`src/rtl/spi_slave_ctrl.sv`:
```
// SPI slave front end for the 256x8 RAM: deserialises 10-bit command words from MOSI
// and, on a read-data command, returns the RAM byte MSB-first on MISO.
module spi_slave_ctrl (
   input  logic       clk,
   input  logic       rst_n,
   input  logic       SS_n,
   input  logic       MOSI,
   output logic       MISO,
   output logic [9:0] rx_data,
   output logic       rx_valid,
   input  logic [7:0] tx_data,
   input  logic       tx_valid
);

   typedef enum logic [2:0] {
      S_IDLE,
      S_CHK_CMD,
      S_WRITE,
      S_READ_ADD,
      S_READ_DATA
   } state_t;

   state_t      state_q, state_d;
   logic [3:0]  bit_cnt_q, bit_cnt_d;
   logic [8:0]  sr_q, sr_d;
   logic [9:0]  rx_data_q, rx_data_d;
   logic        rx_valid_q, rx_valid_d;
   logic        miso_q, miso_d;
   logic        rd_ok_q, rd_ok_d;
   logic [6:0]  tx_sr_q, tx_sr_d;
   logic [3:0]  tx_cnt_q, tx_cnt_d;

   // State and datapath registers
   always_ff @(posedge clk or negedge rst_n) begin
      if (!rst_n) begin
         state_q    <= S_IDLE;
         bit_cnt_q  <= 4'd0;
         sr_q       <= 9'd0;
         rx_data_q  <= 10'd0;
         rx_valid_q <= 1'b0;
         miso_q     <= 1'b0;
         rd_ok_q    <= 1'b0;
         tx_sr_q    <= 7'd0;
         tx_cnt_q   <= 4'd0;
      end else begin
         state_q    <= state_d;
         bit_cnt_q  <= bit_cnt_d;
         sr_q       <= sr_d;
         rx_data_q  <= rx_data_d;
         rx_valid_q <= rx_valid_d;
         miso_q     <= miso_d;
         rd_ok_q    <= rd_ok_d;
         tx_sr_q    <= tx_sr_d;
         tx_cnt_q   <= tx_cnt_d;
      end
   end

   // Next-state and output logic; tx_cnt: 0 wait for RAM, 1..8 shifting, 9 done
   always_comb begin
      state_d    = state_q;
      bit_cnt_d  = bit_cnt_q;
      sr_d       = sr_q;
      rx_data_d  = rx_data_q;
      rx_valid_d = 1'b0;
      miso_d     = miso_q;
      rd_ok_d    = rd_ok_q;
      tx_sr_d    = tx_sr_q;
      tx_cnt_d   = tx_cnt_q;

      case (state_q)
         S_IDLE: begin
            bit_cnt_d = 4'd0;
            tx_cnt_d  = 4'd0;
            miso_d    = 1'b0;
            if (!SS_n) begin
               state_d = S_CHK_CMD;
            end else begin
               state_d = S_IDLE;
            end
         end

         S_CHK_CMD: begin
            if (SS_n) begin
               state_d   = S_IDLE;
               bit_cnt_d = 4'd0;
               miso_d    = 1'b0;
            end else begin
               sr_d      = {sr_q[7:0], MOSI};
               bit_cnt_d = 4'd1;
               if (!MOSI) begin
                  state_d = S_WRITE;
               end else if (rd_ok_q) begin
                  state_d = S_READ_DATA;
               end else begin
                  state_d = S_READ_ADD;
               end
            end
         end

         S_WRITE, S_READ_ADD, S_READ_DATA: begin
            // The last MISO bit was driven on the previous edge, even if SS_n rises now
            if (state_q == S_READ_DATA && tx_cnt_q == 4'd8) begin
               rd_ok_d = 1'b0;
            end else begin
               rd_ok_d = rd_ok_q;
            end

            if (SS_n) begin
               state_d   = S_IDLE;
               bit_cnt_d = 4'd0;
               tx_cnt_d  = 4'd0;
               miso_d    = 1'b0;
            end else if (bit_cnt_q != 4'd10) begin
               sr_d      = {sr_q[7:0], MOSI};
               bit_cnt_d = bit_cnt_q + 4'd1;
               if (bit_cnt_q == 4'd9) begin
                  rx_data_d  = {sr_q, MOSI};
                  rx_valid_d = 1'b1;
                  rd_ok_d    = rd_ok_d | (state_q == S_READ_ADD);
               end else begin
                  rx_data_d = rx_data_q;
               end
            end else if (state_q == S_READ_DATA) begin
               case (tx_cnt_q)
                  4'd0: begin
                     if (tx_valid) begin
                        tx_sr_d  = tx_data[6:0];
                        miso_d   = tx_data[7];
                        tx_cnt_d = 4'd1;
                     end else begin
                        miso_d = 1'b0;
                     end
                  end
                  4'd8: begin
                     miso_d   = 1'b0;
                     tx_cnt_d = 4'd9;
                  end
                  4'd9: begin
                     miso_d = 1'b0;
                  end
                  default: begin
                     miso_d   = tx_sr_q[6];
                     tx_sr_d  = {tx_sr_q[5:0], 1'b0};
                     tx_cnt_d = tx_cnt_q + 4'd1;
                  end
               endcase
            end else begin
               miso_d = 1'b0;
            end
         end

         default: begin
            state_d   = S_IDLE;
            bit_cnt_d = 4'd0;
            tx_cnt_d  = 4'd0;
            miso_d    = 1'b0;
         end
      endcase
   end

   assign MISO     = miso_q;
   assign rx_data  = rx_data_q;
   assign rx_valid = rx_valid_q;

endmodule

```
`config.mk`:
```
export PLATFORM = sky130hd
export DESIGN_NAME = spi_slave_ctrl
export DESIGN_NICKNAME = d
export VERILOG_FILES = /design/src/rtl/spi_slave_ctrl.sv
export SDC_FILE = /design/constraint.sdc
export NUM_CORES = 1
export LEC_CHECK = 0
export CAP_MARGIN = 20
export CORE_ASPECT_RATIO = 1.1
export CORE_MARGIN = 2
export CORE_UTILIZATION = 37
export CTS_BUF_LIST = sky130_fd_sc_hd__clkbuf_4
export DETAILED_ROUTE_END_ITERATION = 10
export DONT_BUFFER_PORTS = 1
export PLACE_DENSITY = 0.53
export SYNTH_ARGS = -nofsm -noshare
export SYNTH_HDL_FRONTEND = slang
export SYNTH_SLANG_ARGS = --single-unit
```
`constraint.sdc`:
```
create_clock -name clk -period 5.1 [get_ports clk]
set_input_delay 1.02 -clock clk [delete_from_list [all_inputs] [get_ports clk]]
set_output_delay 1.02 -clock clk [all_outputs]
set_load 0.02 [all_outputs]
```
Word level (Yosys, flattened, before mapping)
Index checks and enable logic that the tools add are counted.
{ "classes": {"n_addsub": 2, "n_eq_ne": 19, "muxes": 38, "n_bitwise": 5, "n_reduce_logical": 11} }
{ "op_table": {"columns": ["operator", "count"], "rows": [
  ["two-way mux 9 bit", 3],
  ["two-way mux 4 bit", 6],
  ["one-hot mux 9 bit (2 select lines)", 1],
  ["two-way mux 1 bit", 16],
  ["one-hot mux 4 bit (2 select lines)", 2],
  ["one-hot mux 7 bit (2 select lines)", 1],
  ["== test 4 bit, second input constant", 3],
  ["two-way mux 3 bit", 4],
  ["!= test 2 bit, second input constant", 6],
  ["!= test 3 bit, second input constant", 4],
  ["one-hot mux 4 bit (3 select lines)", 1],
  ["one-hot mux 3 bit (3 select lines)", 1],
  ["adder 4 x 1 -> 4 bit, second input constant", 2],
  ["!= test 4 bit, second input constant", 2],
  ["AND reduction 4 bit", 2],
  ["two-way mux 7 bit", 1],
  ["== test 3 x 2 -> 1 bit, second input constant", 2],
  ["AND reduction 6 bit", 1],
  ["AND reduction 5 bit", 1],
  ["logical NOT 4 bit", 1],
  ["inverter 1 bit", 4],
  ["one-hot mux 1 bit (2 select lines)", 2],
  ["== test 3 x 1 -> 1 bit, second input constant", 1],
  ["== test 3 bit, second input constant", 1],
  ["other kinds (7)", 7]
]} }
{ "word_totals": {"register_bits": 40, "inputBits": 13, "out_inout_bits": 12, "wordCells": 84} }

Longest topological paths before layout
{ "logic_depth": {"ltp_word": 8, "ltp_mapped": 6} }

Worst setup path before layout
OpenSTA, ideal clock, no wires.
{ "synth_path": {"path_type": "input to register", "start": "in SS_n", "end": "reg tx_sr_q[1]", "t_arrival_ns": 2.087, "t_required_ns": 4.975, "setup_slack_ns": 2.888, "path_stages": 3, "path_buffers": 1, "path_cell_list": "clkbuf_1 > nor4_4 > mux2_2"} }
{ "synth_via": {"elab_chain_len": 2} }
{ "synth_lines": {"columns": ["item", "line_no", "rtl"], "rows": [
  ["start: declaration", "6", "input logic SS_n,"],
  ["inverter 1 bit (no line)", null, null],
  ["AND reduction 6 bit (no line)", null, null],
  ["end signal: assignment", "53", "tx_sr_q <= tx_sr_d;"],
  ["end: declaration", "30", "logic [6:0] tx_sr_q, tx_sr_d;"]
]} }
No other way between the ends.
A chain may end at the register's enable or synchronous reset.

Final worst setup path
{ "layout_path": {"start": "reg tx_cnt_q[0]", "end": "reg tx_sr_q[4]"} }
{ "layout_via": {"elab_chain_len": 4, "word_cells_on_any_way": 8} }
{ "layout_lines": {"columns": ["item", "line_no", "rtl"], "rows": [
  ["start: declaration", "31", "logic [3:0] tx_cnt_q, tx_cnt_d;"],
  ["start signal: assignment", "54", "tx_cnt_q <= tx_cnt_d;"],
  ["== test 4 bit", "124", "case (tx_cnt_q)"],
  ["OR reduction 2 bit (no line)", null, null],
  ["inverter 1 bit (no line)", null, null],
  ["AND reduction 6 bit (no line)", null, null]
]} }
Parallel ways exist; a longest one is shown, timed or not.

==> metrics.csv <==
stage,metric,value,unit
global_route,grt.busiest_layer,met2,
sta,setup_ws,2.789,ns
sta,hold_viol_final,0,
sta,setup_viol,0,
critical_path,cp_data_arrival_time,2.55,ns
floorplanning,core,5067,um^2
cts,cts_resized,0,
floorplanning,row_count,27,
floorplanning,die_y,80.47,um
yosys,ys_seq_area_share,50.89,%
routing,via_per_inst,5.555,
critical_path,r2r-start,tx_cnt_q[0]$_DFFE_PN0P_,
global_route,grt_pass1_wl,6396,um
sta,fin_hold_ws,0.3525,ns
yosys,synth_edf_count,0,
critical_path,r2r_end,tx_sr_q[4]$_DFFE_PN0P_,
critical_path,worstRegToRegCells,5,
power_and_ir_drop,p_leak,0.9460,nW
routing,wl_per_cell,16.17,um
final_layout,num_antenna_cells,0,
cts,holdBufCountCts,0,
critical_path,crit_type,register to register,
cts,cts_root_buf,clkbuf_4,
final_layout,area_growth,4.708,%
routing,wl,3524,um
global_route,met2_usage,23.93,%
sta,finalCriticalPeriod,2.311,ns
placement,dpl.hpwl,2597,um
yosys,synth.avg_cell_area,12.45,um^2
yosys,syn_inst,158,
final_layout,final_nets,179,
placement,numPortBuffers,0,
critical_path,path_max_fanout,7,
cts,cts_buffers,5,
floorplanning,dieArea,5916,um^2
routing,drt_pass1_iterations,4,
sta,finClkSkew,0.006369,ns
cts,post_cts_buffers,0,
floorplanning,start_util,38.81,%
yosys,synth_nets,178,
cts,clock_sinks,40,
floorplanning,ioPinCount,25,
sta,period_share,45.32,%
cts,cts_tree,yes,
routing,vias,1211,
status,status,"complete, no violations",
sta,drv_slew,0,
yosys,syn-cell-area,1967,um^2
routing,drt_iter0_drc,57,
final_layout,drive_above_1_share,28.13,%
yosys,ys_types,39,
yosys,yosys_warnings,0,
routing,route.detailed.drc,0,
power_and_ir_drop,power_per_cell_area,308.5,nW/um^2
critical_path,reg2reg_slack,2.79,ns
sta,worst_pin_slew,0.9335,ns
global_route,grt.overflow.total,0,
yosys,synth_ff_type,dfrtp_1,
global_route,grt_max_degree,41,
floorplanning,die_w,73.52,um
yosys,synth_async_sr_flop_share,100.0,%
placement,gp_congestion,0.7886,
global_route,grt_use_met1,16.03,%
power_and_ir_drop,vdd_drop_max,0.0001569,V
critical_path,crit_path_end_kind,register,
sta,max_freq,0.4326,GHz
cts,cts.path.max_buffers,2,
final_layout,utilization,40.64,%
sta,max_slew_margin,37.63,%
hold_path,hp-class,input pin to asynchronous set/reset pin,
global_route,track_usage,14.06,%
critical_path,cp.required,5.34,ns
global_route,grt_pass1_vias,1401,
sta,grt_setup_unrepaired,no,
cts,h-tree-depth,2,
critical_path,start_kind,register,
yosys,synth-seq-cells,40,
global_route,use_met3,4.391,%
placement,pre_cts_slack,2.793,ns
global_route,antenna_found_initial,0,
cts,clkSlewWorstSetupHoldPaths,0.12,ns
routing,antenna_left,0,
job,drv_cap,0,
sta,fin_tns_setup,0,ns
cts,clock_latency,0.34,ns
where the power goes:
part           internal (W)  total [W]  switching [W]
Combinational     0.0000473  0.0000793      0.0000319
Sequential         0.000357   0.000390      0.0000323
Clock             0.0000602   0.000166       0.000106
layout by cell type (no fill, tap or decap), types with 5 or more instances in the layout:
cell type  Yosys  routed
inv_1          9       9
mux2_2        30      30
a21oi_1        6       6
o21ai_0        7       7
nor2_1         5       5
nand2_1        6       6
ha_1           7       7
dfrtp_1       40      40
clkbuf_4       0       6
layer usage:
metal | part of all wire, % | up-vias
li1 | - | 570
met1 | 42 | 614
met2 | 53 | 27
met3 | 5.1 | 0
met4 | 0 | 0
met5 | 0 | -
cells in the mapped netlist (2+ instances only):
cell type,count,area share (%)
a211oi_1,2,0.76
a21o_1,2,0.76
a21oi_1,6,1.5
mux2i_1,2,1.0
inv_1,9,1.7
nand4_1,2,0.64
o21ai_0,7,1.8
dfrtp_1,40,51
xor2_1,2,0.89
nand2b_1,2,0.64
ha_1,7,4.5
nor3b_1,3,1.1
nand3_1,3,0.76
mux2_2,30,17
or3b_2,2,0.89
nor2_1,5,0.95
nor4_4,2,2.2
clkbuf_1,3,0.57
nor3_1,3,0.76
buf_6,2,1.1
nand2_1,6,1.1
worst max-delay path, stage by stage (launching register included):
cell and delay [ns]:
dfrtp_1 0.46, inv_1 0.11, ha_1 0.19, nor3b_1 0.77, mux2_2 0.42, mux2_2 0.26
kinds of logic (layout without fill, tap and decap cells):
group	Yosys count	in the layout	share of synthesized area (%)
buffers and inverters	15	17	3.817
AOI/OAI and AO/OA	26	26	8.970
and+or+nand+nor	36	36	12.79
adders and majority gates	7	7	4.453
muxes	32	32	18.19
DFF	40	40	50.89
xor gates and xnor gates	2	2	0.8907
registers in the layout, indices dropped and copies added (netlist names):
register	count
rd_ok_q	1
MISO	1
rx_data	10
state_q	3
tx_cnt_q	4
bit_cnt_q	4
sr_q	9
tx_sr_q	7
rx_valid	1
worst max path at each step:
stage                                       start                endpoint  slack (ns)  cells after the start
after floorplan                              SS_n  tx_sr_q[1]$_DFFE_PN0P_        2.89                      3
after global placement                   tx_valid  tx_sr_q[4]$_DFFE_PN0P_        2.86                      4
after detailed placement  tx_cnt_q[0]$_DFFE_PN0P_  tx_sr_q[4]$_DFFE_PN0P_        2.79                      5
after CTS                 tx_cnt_q[0]$_DFFE_PN0P_  tx_sr_q[4]$_DFFE_PN0P_        2.78                      5
after global routing      tx_cnt_q[0]$_DFFE_PN0P_  tx_sr_q[4]$_DFFE_PN0P_        2.67                      5
final                     tx_cnt_q[0]$_DFFE_PN0P_  tx_sr_q[4]$_DFFE_PN0P_        2.79                      5
metrics by stage:
step / area [um^2] / power, W / std cells
after floorplan: 1967 / 0.0004588 / 158
after global placement: 1998 / 0.0004704 / 210
after detailed placement: 1998 / 0.0004779 / 210
after CTS: 2059 / 0.0006473 / 218
after global routing: 2059 / 0.0006762 / 218
final: 2059 / 0.0006353 / 218
final cells by class:
type	instances	area [um^2]
clock buffer	6	45.04
inverter	9	33.78
sequential	40	1001
tap	58	72.57
clock inverter	2	16.27
multi-input combinational	103	890.9
fill	512	3008
No activity file was read; power rests on OpenSTA's default activity.
